===== config.mk =====
export PLATFORM = sky130hd
export DESIGN_NAME = cw_obi_loader
export DESIGN_NICKNAME = d
export VERILOG_FILES = /design/src/rtl/cw_obi_loader.sv
export SDC_FILE = /design/constraint.sdc
export NUM_CORES = 1
export LEC_CHECK = 0
export ABC_AREA = 1
export CAP_MARGIN = 0
export CORE_ASPECT_RATIO = 2
export CORE_UTILIZATION = 42
export DETAILED_ROUTE_END_ITERATION = 10
export PLACE_DENSITY = 0.77
export RECOVER_POWER = 50
export REMOVE_ABC_BUFFERS = 1
export SLEW_MARGIN = 10
export SYNTH_ARGS = -nofsm -noshare
export SYNTH_HDL_FRONTEND = slang
export SYNTH_SLANG_ARGS = --single-unit

===== constraint.sdc =====
create_clock -name clk -period 1.55 [get_ports clk]
set_input_delay 0.3875 -clock clk [delete_from_list [all_inputs] [get_ports clk]]
set_output_delay 0.3875 -clock clk [all_outputs]
set_load 0.01 [all_outputs]

===== src/rtl/cw_obi_loader.sv =====
// cw_obi_loader
// Moves instruction words from a pair of upstream "valid" flag registers into
// X-HEEP memory over an OBI master port. A section base address is loaded
// first, then each instruction word is written to the current address and
// the address advances by pADDR_INCR after every completed write.
//
// state      | meaning
// -----------+----------------------------------------------------------
// IDLE       | waiting for addr_valid (priority) or instr_valid
// ADDR_CLR   | one-cycle low pulse on rst_addr_valid_n
// ADDR_DROP  | waiting for addr_valid to fall before accepting new work
// REQ        | OBI write request held until gnt is sampled
// RESP       | waiting for rvalid; address/count advance on it
// INSTR_CLR  | one-cycle low pulse on rst_instr_valid_n
// INSTR_DROP | waiting for instr_valid to fall before accepting new work
//
// Ports:
//   clk, rst_n                 clock, async active-low reset
//   instr_valid, instruction   upstream instruction word and its flag
//   addr_valid, new_section_address  upstream base address and its flag
//   rst_instr_valid_n, rst_addr_valid_n  active-low flag clear pulses
//   req, we, be, addr, wdata   OBI request channel (master)
//   gnt, rvalid, rdata         OBI grant / response (rdata unused)
//   busy                       high whenever the FSM is not in IDLE
//   word_count                 writes completed since the last address load

module cw_obi_loader #(
  parameter int pDATA_WIDTH = 32,
  parameter int pADDR_INCR  = 4
) (
  input  logic                   clk,
  input  logic                   rst_n,
  input  logic                   instr_valid,
  input  logic                   addr_valid,
  input  logic [pDATA_WIDTH-1:0] instruction,
  input  logic [pDATA_WIDTH-1:0] new_section_address,
  output logic                   rst_instr_valid_n,
  output logic                   rst_addr_valid_n,
  output logic                   req,
  output logic                   we,
  output logic [3:0]             be,
  output logic [pDATA_WIDTH-1:0] addr,
  output logic [pDATA_WIDTH-1:0] wdata,
  input  logic                   gnt,
  input  logic                   rvalid,
  input  logic [pDATA_WIDTH-1:0] rdata,
  output logic                   busy,
  output logic [15:0]            word_count
);

  typedef enum logic [2:0] {
    IDLE       = 3'd0,
    ADDR_CLR   = 3'd1,
    ADDR_DROP  = 3'd2,
    REQ        = 3'd3,
    RESP       = 3'd4,
    INSTR_CLR  = 3'd5,
    INSTR_DROP = 3'd6
  } state_t;

  state_t state_q, state_d;
  logic [pDATA_WIDTH-1:0] cur_addr;

  // Write responses carry no data; rdata is intentionally left unobserved.
  logic unused_rdata;
  assign unused_rdata = ^rdata;

  // state register
  always_ff @(posedge clk or negedge rst_n) begin
    if (!rst_n) begin
      state_q <= IDLE;
    end else begin
      state_q <= state_d;
    end
  end

  // next-state logic
  always_comb begin
    state_d = state_q;
    case (state_q)
      IDLE: begin
        if (addr_valid) begin
          state_d = ADDR_CLR;
        end else if (instr_valid) begin
          state_d = REQ;
        end
      end
      ADDR_CLR:   state_d = ADDR_DROP;
      ADDR_DROP:  if (!addr_valid)  state_d = IDLE;
      REQ:        if (gnt)          state_d = RESP;
      RESP:       if (rvalid)       state_d = INSTR_CLR;
      INSTR_CLR:  state_d = INSTR_DROP;
      INSTR_DROP: if (!instr_valid) state_d = IDLE;
      default:    state_d = IDLE;
    endcase
  end

  // Outputs are registered from the next state so they line up with the
  // state they describe (req rises on the same edge the FSM enters REQ).
  always_ff @(posedge clk or negedge rst_n) begin
    if (!rst_n) begin
      req               <= 1'b0;
      we                <= 1'b0;
      be                <= 4'h0;
      addr              <= '0;
      busy              <= 1'b0;
      rst_instr_valid_n <= 1'b1;
      rst_addr_valid_n  <= 1'b1;
    end else begin
      req               <= (state_d == REQ);
      we                <= (state_d == REQ);
      be                <= (state_d == REQ) ? 4'hF : 4'h0;
      // cur_addr cannot change on an edge that enters or stays in REQ,
      // so the current value is the address of this request.
      addr              <= (state_d == REQ) ? cur_addr : '0;
      busy              <= (state_d != IDLE);
      rst_instr_valid_n <= (state_d != INSTR_CLR);
      rst_addr_valid_n  <= (state_d != ADDR_CLR);
    end
  end

  // datapath: base address, write data and completed-write counter
  always_ff @(posedge clk or negedge rst_n) begin
    if (!rst_n) begin
      cur_addr   <= '0;
      wdata      <= '0;
      word_count <= 16'h0000;
    end else begin
      if (state_q == IDLE) begin
        if (addr_valid) begin
          cur_addr   <= new_section_address;
          word_count <= 16'h0000;
        end else if (instr_valid) begin
          wdata <= instruction;
        end
      end
      if (state_q == RESP && rvalid) begin
        cur_addr <= cur_addr + pDATA_WIDTH'(pADDR_INCR);
        if (word_count != 16'hFFFF) begin
          word_count <= word_count + 16'h0001;
        end
      end
    end
  end

endmodule


==> impl_metrics.py, run 1 <==
metrics = {
    "power": {
        "power.density_nw_per_um2": 1797,
        "vdd_drop_max_v": 0.0009335,
        "p_leak_nw": 4.463,
    },
    "job": {
        "maxCapViolations": 0,
    },
    "run_status": {
        "failed_checks": "negative setup slack",
        "run_status": "finished with violations",
    },
    "timing": {
        "fmax_mhz": 620.9,
        "hold_viol": 0,
        "tightestPinTransition_ns": 0.7871,
        "fin_crit_ns": 1.611,
        "slew_viol_final": 0,
        "min_period_over_period_pct": 103.9,
        "setup_viol": 24,
        "rsz0062_at_grt": "true",
        "finalClockSkew_ns": 0.01306,
        "relSlewSlack_pct": 47.53,
        "setup_ws_ns": -0.06059,
    },
    "routing": {
        "wl_per_cell_um": 17.61,
        "drt_pass1_iterations": 5,
        "wirelength_um": 19280,
        "dr.first_iter.drc_count": 377,
        "drcViolationCount": 0,
        "ant_nets": 0,
        "viasPerCell": 5.348,
        "route.vias.total": 5856,
    },
    "critical_path": {
        "critPathKind": "register to register",
        "cp.required_ns": 1.88,
        "start_kind": "register",
        "cp_max_fo": 7,
        "crit_arrival_ns": 1.94,
        "end_kind": "register",
        "rrSetupSlack_ns": -0.06,
    },
    "final_layout": {
        "drive_above_1_share_pct": 26.91,
        "seqCellArea_um2": 2988,
        "final_area_um2": 9156,
        "syn_to_final_growth_pct": 56.80,
        "antenna_cells": 0,
        "nFillCells": 1032,
        "fin_cells": 1095,
        "multi_input_area_um2": 2744,
        "final_nets": 1031,
    },
    "yosys": {
        "synth-compound-area-share_pct": 4.778,
        "ys.warnings.count": 0,
        "synth.area.mux_share_pct": 6.171,
        "syn_inst": 690,
        "synth_edf_count": 0,
        "synth_fa_ha_area_share_pct": 0.4285,
        "syn_area_um2": 5839,
        "synth_cell_types": 40,
        "synth_seq_cells": 119,
        "synth_top_family_by_area": "simple AND/OR/NAND/NOR gates",
        "ys_async_sr_fraction_pct": 100.0,
        "synthFlopType": "dfrtp_1",
        "syn_area_per_cell_um2": 8.463,
        "yosysSeqAreaShare_pct": 51.04,
        "synth-xor-area-share_pct": 0.7499,
        "yosys.area_share.simple_pct": 28.46,
    },
    "global_route": {
        "grt_usage_pct": 25.19,
        "grt_max_degree": 67,
        "grt.overflow.total": 0,
        "grt_pass1_wl_um": 27720,
        "grt_pass1_vias": 5783,
        "antenna_found_initial": 0,
    },
    "placement": {
        "placedCellCount": 1039,
        "dp_hpwl_um": 12490,
        "place_congestion": 0.9260,
        "placement.io_buffers": 158,
        "postPlaceCellArea_um2": 7960,
    },
    "clock_tree": {
        "clk_latency_ns": 0.42,
        "cts.sinks": 119,
        "cts-root-buf": "clkbuf_16",
        "numCtsBuffers": 17,
        "tritoncts": "built",
        "h-tree-depth": 4,
        "path_clk_slew_ns": 0.06,
        "max-clock-path-buffers": 2,
    },
    "floorplan": {
        "coreArea_um2": 13510,
        "initial_utilization_pct": 43.21,
        "die_area_um2": 14410,
        "rows": 60,
        "die-width_um": 85.38,
        "die_h_um": 168.8,
        "ioPinCount": 191,
    },
    "min_path": {
        "worstHoldPathType": "register to register",
    },
}
==> synth_stat cells (5+ instances only) <==
cell      number  area, µm²
nand4_1        5      31.28
nand3_1       73      365.4
nor3_1        32      160.2
inv_1         76      285.3
mux2_2        32      360.4
o211ai_1      10      75.07
buf_4         11      82.58
o21ai_0       29      145.1
nor2_1        61      229.0
buf_6          6      67.56
buf_2          6      30.03
dfrtp_1      117       2928
nand2_1      189      709.4
==> power by group <==
part           leakage [nW]  switching [W]  internal (W)
clock network         0.291        0.00147       0.00259
registers              1.51       0.000795       0.00426
logic                  2.66        0.00402       0.00332
total                  4.46        0.00629        0.0102
==> worst max-delay path, cell delays in order, from the launching register on <==
cell and delay [ns]:
dfrtp_1 0.42, nor2_4 0.16, nand2_4 0.08, nor2_4 0.16, inv_2 0.09, nand2_4 0.10
nor3_4 0.05, buf_12 0.14, buf_8 0.14, nor3_4 0.17
==> layout by cell type (no fill, tap or decap), types with 10 or more instances in the layout <==
cell,n
inv_1,74
nor2_2,13
clkdlybuf4s50_1,68
nand2_2,11
dfrtp_1,111
clkbuf_16,21
o21ai_1,11
o21ai_0,12
mux2_2,32
o211ai_1,10
nor3_4,10
buf_4,64
nor3_2,20
nor2_1,44
nand2_1,178
nand3_1,70
dlygate4sd2_1,75
==> cell type report <==
| class | count | share of cell area (%) |
|---|---|---|
| clock inverter | 13 | 1.858 |
| timing repair buffer | 244 | 25.32 |
| multi-input combinational | 466 | 29.97 |
| sequential | 119 | 32.63 |
| inverter | 79 | 3.266 |
| tap | 155 | 2.118 |
| clock buffer | 19 | 4.837 |
==> state kept, by name, summed over array words and instances, names as in the netlist <==
signal and flops:
addr 32, be 1, busy 1, cur_addr 32
rst_addr_valid_n 1, rst_instr_valid_n 1, state_q 3, wdata 32
word_count 16
==> final timing paths <==
| path | start | end | cells after the start |
|---|---|---|---|
| setup / recovery | state_q[0] | addr[16] | 9 |
| hold / removal | wdata[3] | wdata[3] | 1 |
| setup reg to reg | state_q[0] | addr[16] | 9 |
| hold reg to reg | wdata[3] | wdata[3] | 1 |
| max in group asynchronous | rst_n | rst_instr_valid_n | 3 |
| min in group asynchronous | rst_n | addr[24] | 2 |
==> per-stage QoR <==
stage / power, W / hold slack, ns / util [%] / setup WS, ns / setup TNS [ns]
after floorplan: 0.007710 / 0.09191 / - / -0.7868 / -49.17
after global placement: 0.01088 / 0.2511 / 58.91 / -0.4118 / -37.58
after detailed placement: 0.01103 / 0.2533 / 58.91 / -0.4509 / -40.65
after CTS: 0.01490 / 0.3536 / 64.00 / -0.03514 / -0.06026
after global routing: 0.01728 / 0.5041 / 67.76 / -0.1317 / -6.087
final: 0.01646 / 0.4964 / 67.76 / -0.06059 / -0.5324
==> routing by layer <==
metal / track usage [%] / part of all wire, % / wire [µm]
met5: 0 / 0 / 0
met4: 16.09 / 7.4 / 1433
met3: 5.266 / 5.7 / 1106
met1: 23.32 / 32 / 6089
met2: 48.42 / 55 / 10660
==> cell families (layout without fill, tap and decap cells) <==
group | Yosys count | in the layout
compound gates | 48 | 48
flops | 119 | 119
mux | 32 | 32
xor+xnor | 5 | 5
buf+inv | 105 | 355
fa+ha+maj | 2 | 2
simple gates | 379 | 379
==> repair_timing <==
| item | CTS | global route |
|---|---|---|
| pin swaps | 9 | 15 |
| gates resized for setup | 142 | 103 |
| hold buffers | 1 | 0 |
| hold endpoints to repair | 11 | 0 |
| setup endpoints to repair | 148 | 92 |
| gates cloned | 0 | 6 |
| buffers inserted | 10 | 11 |
Note: power is estimated with default switching activity, not from simulation.
==> run 2, diff against run 1 <==
- CORE_UTILIZATION: 42 -> 50
- PLACE_DENSITY: 0.77 -> 0.86
- clock period: 1.55 -> 2.07 ns (I/O delays scaled with it)
==> run 2 against run 1 <==
Net effect: the run ends with max-capacitance violations, max-slew violations left; sequential power shrank 25%; first-iteration DRC count shrank 16%; count of clock-buffer cells in the layout grew 1; critical endpoint is now word_count[14]; largest cell class unchanged; highest routed layer unchanged.
==> impl_metrics.py, run 2 (synthesis gave the netlist of run 1 again) <==
metrics = {
    "critical_path": {
        "start_kind": "register",
        "cp.buffers_inverters": 1,
        "crit_arrival_ns": 1.46,
        "cp.required_ns": 1.55,
        "cp_max_fo": 5,
        "slowest_stage": "clkdlybuf4s50_1",
        "cpLargestDelayFamily": "buffers and inverters",
        "critPathKind": "register to output port",
        "rrSetupSlack_ns": 0.20,
        "end_kind": "output port",
        "slowest_delay_ns": 0.59,
        "path_cells": "clkdlybuf4s50_1",
    },
    "floorplan": {
        "die_area_um2": 12140,
        "rows": 55,
        "die_h_um": 154.8,
        "initial_utilization_pct": 51.43,
        "ioPinCount": 191,
        "die-width_um": 78.42,
        "coreArea_um2": 11350,
    },
    "final_layout": {
        "reg_top3": "addr x32, cur_addr x32, wdata x32",
        "drive_above_1_share_pct": 11.50,
        "syn_to_final_growth_pct": 39.36,
        "layout_common_cells": "189 x nand2_1, 157 x clkdlybuf4s50_1, 117 x dfrtp_1",
        "final_nets": 970,
        "antenna_cells": 0,
        "final_common_cell": "nand2_1",
    },
    "timing": {
        "hold_viol": 0,
        "slew_viol_final": 31,
        "setup_viol": 0,
        "finalClockSkew_ns": 0.006250,
        "min_period_over_period_pct": 95.46,
        "fmax_mhz": 506.0,
        "fin_hold_ws_ns": 0.4993,
        "fin_crit_ns": 1.976,
        "relSlewSlack_pct": -25.88,
        "tightestPinTransition_ns": 1.888,
        "rsz0062_at_grt": "false",
    },
    "global_route": {
        "grt_usage_pct": 28.69,
        "grt_pass1_wl_um": 26320,
        "antenna_found_initial": 0,
        "grt_max_degree": 47,
        "grt_pass1_vias": 5574,
        "grt.overflow.total": 0,
    },
    "placement": {
        "placement.io_buffers": 158,
        "dp_hpwl_um": 12040,
        "place_congestion": 0.9131,
    },
    "routing": {
        "wirelength_um": 16390,
        "ant_nets": 0,
        "wl_per_cell_um": 16.07,
        "dr.first_iter.drc_count": 315,
        "viasPerCell": 5.293,
        "drt_pass1_iterations": 5,
        "route.vias.total": 5399,
        "drcViolationCount": 0,
    },
    "clock_tree": {
        "clk_latency_ns": 0.41,
        "cts_resized": 0,
        "cts.hold.buffers_added": 0,
        "h-tree-depth": 4,
        "max-clock-path-buffers": 2,
        "cts.sinks": 119,
        "cts-root-buf": "clkbuf_16",
        "numCtsBuffers": 17,
        "tritoncts": "built",
        "cts_setup_buffers": 0,
        "path_clk_slew_ns": 0.05,
    },
    "power": {
        "power_w": 0.01059,
        "vdd_drop_max_v": 0.0008120,
        "p_leak_nw": 3.714,
        "power.density_nw_per_um2": 1301,
    },
    "run_status": {
        "run_status": "finished with violations",
        "failed_checks": "max-capacitance violations, max-slew violations",
    },
    "min_path": {
        "worstHoldPathType": "register to register",
    },
    "job": {
        "maxCapViolations": 1,
    },
}
## run 2: changes by cell type in the layout (fill, tap and decap cells not counted), sizes merged, moves of 2 or more
cell / previous run / this run
buf: 86 / 21
bufinv: 3 / 1
clkdlybuf4s15: 8 / 0
clkdlybuf4s50: 68 / 157
clkinv: 4 / 9
dlygate4sd2: 75 / 0
inv: 82 / 78
## run 2: power breakdown
group	total, W	internal (W)	switching (W)
Clock	0.00262	0.00162	0.00100
Combinational	0.00417	0.00199	0.00218
Sequential	0.00380	0.00319	0.000604
Total	0.0106	0.00680	0.00379
## run 2: per-layer routing
metal	vias to the layer above	global-route usage [%]	share of wire (%)
met3	63	6.077	4.9
met4	0	19.05	5.4
met2	210	53.38	56
met5	-	0	0
li1	2569	-	-
met1	2557	27.41	34
## run 2: area by class of cell
class / instances / area, µm²
timing repair buffer: 183 / 1799
clock inverter: 11 / 85.08
sequential: 119 / 2980
multi-input combinational: 466 / 2362
fill: 817 / 3217
tap: 142 / 177.7
inverter: 79 / 296.5
clock buffer: 20 / 436.7
## run 2: per-stage QoR
step | worst slack, ns | std cells | utilization, % | setup TNS, ns | area [µm²]
4_1_cts | 0.08740 | 1020 | 72.22 | 0 | 8200
6_report | 0.09391 | 1020 | 71.67 | 0 | 8138
2_1_floorplan | -0.2704 | 664 | - | -8.728 | 5647
5_1_grt | 0.02672 | 1020 | 71.67 | 0 | 8138
3_5_place_dp | 0.03620 | 989 | 67.63 | 0 | 7679
3_3_place_gp | 0.03111 | 989 | 67.63 | 0 | 7679
## run 2: final timing paths
path | to | start | depth (start not counted)
worst min register to register | wdata[4] | wdata[4] | 1
worst max-delay path | word_count[14] | word_count[14] | 1
worst min-delay path | wdata[4] | wdata[4] | 1
worst max register to register | addr[2] | state_q[2] | 8
max in group asynchronous | addr[18] | rst_n | 1
min in group asynchronous | addr[6] | rst_n | 1
## run 2: worst reg2reg max path, cell delays in order, from the launching register on
cell and delay (ns):
dfrtp_1 0.40, inv_1 0.13, nand3_1 0.12, nor2_1 0.26, inv_1 0.08, nand2_1 0.08
nor2_2 0.04, buf_2 0.34, nor3_1 0.32
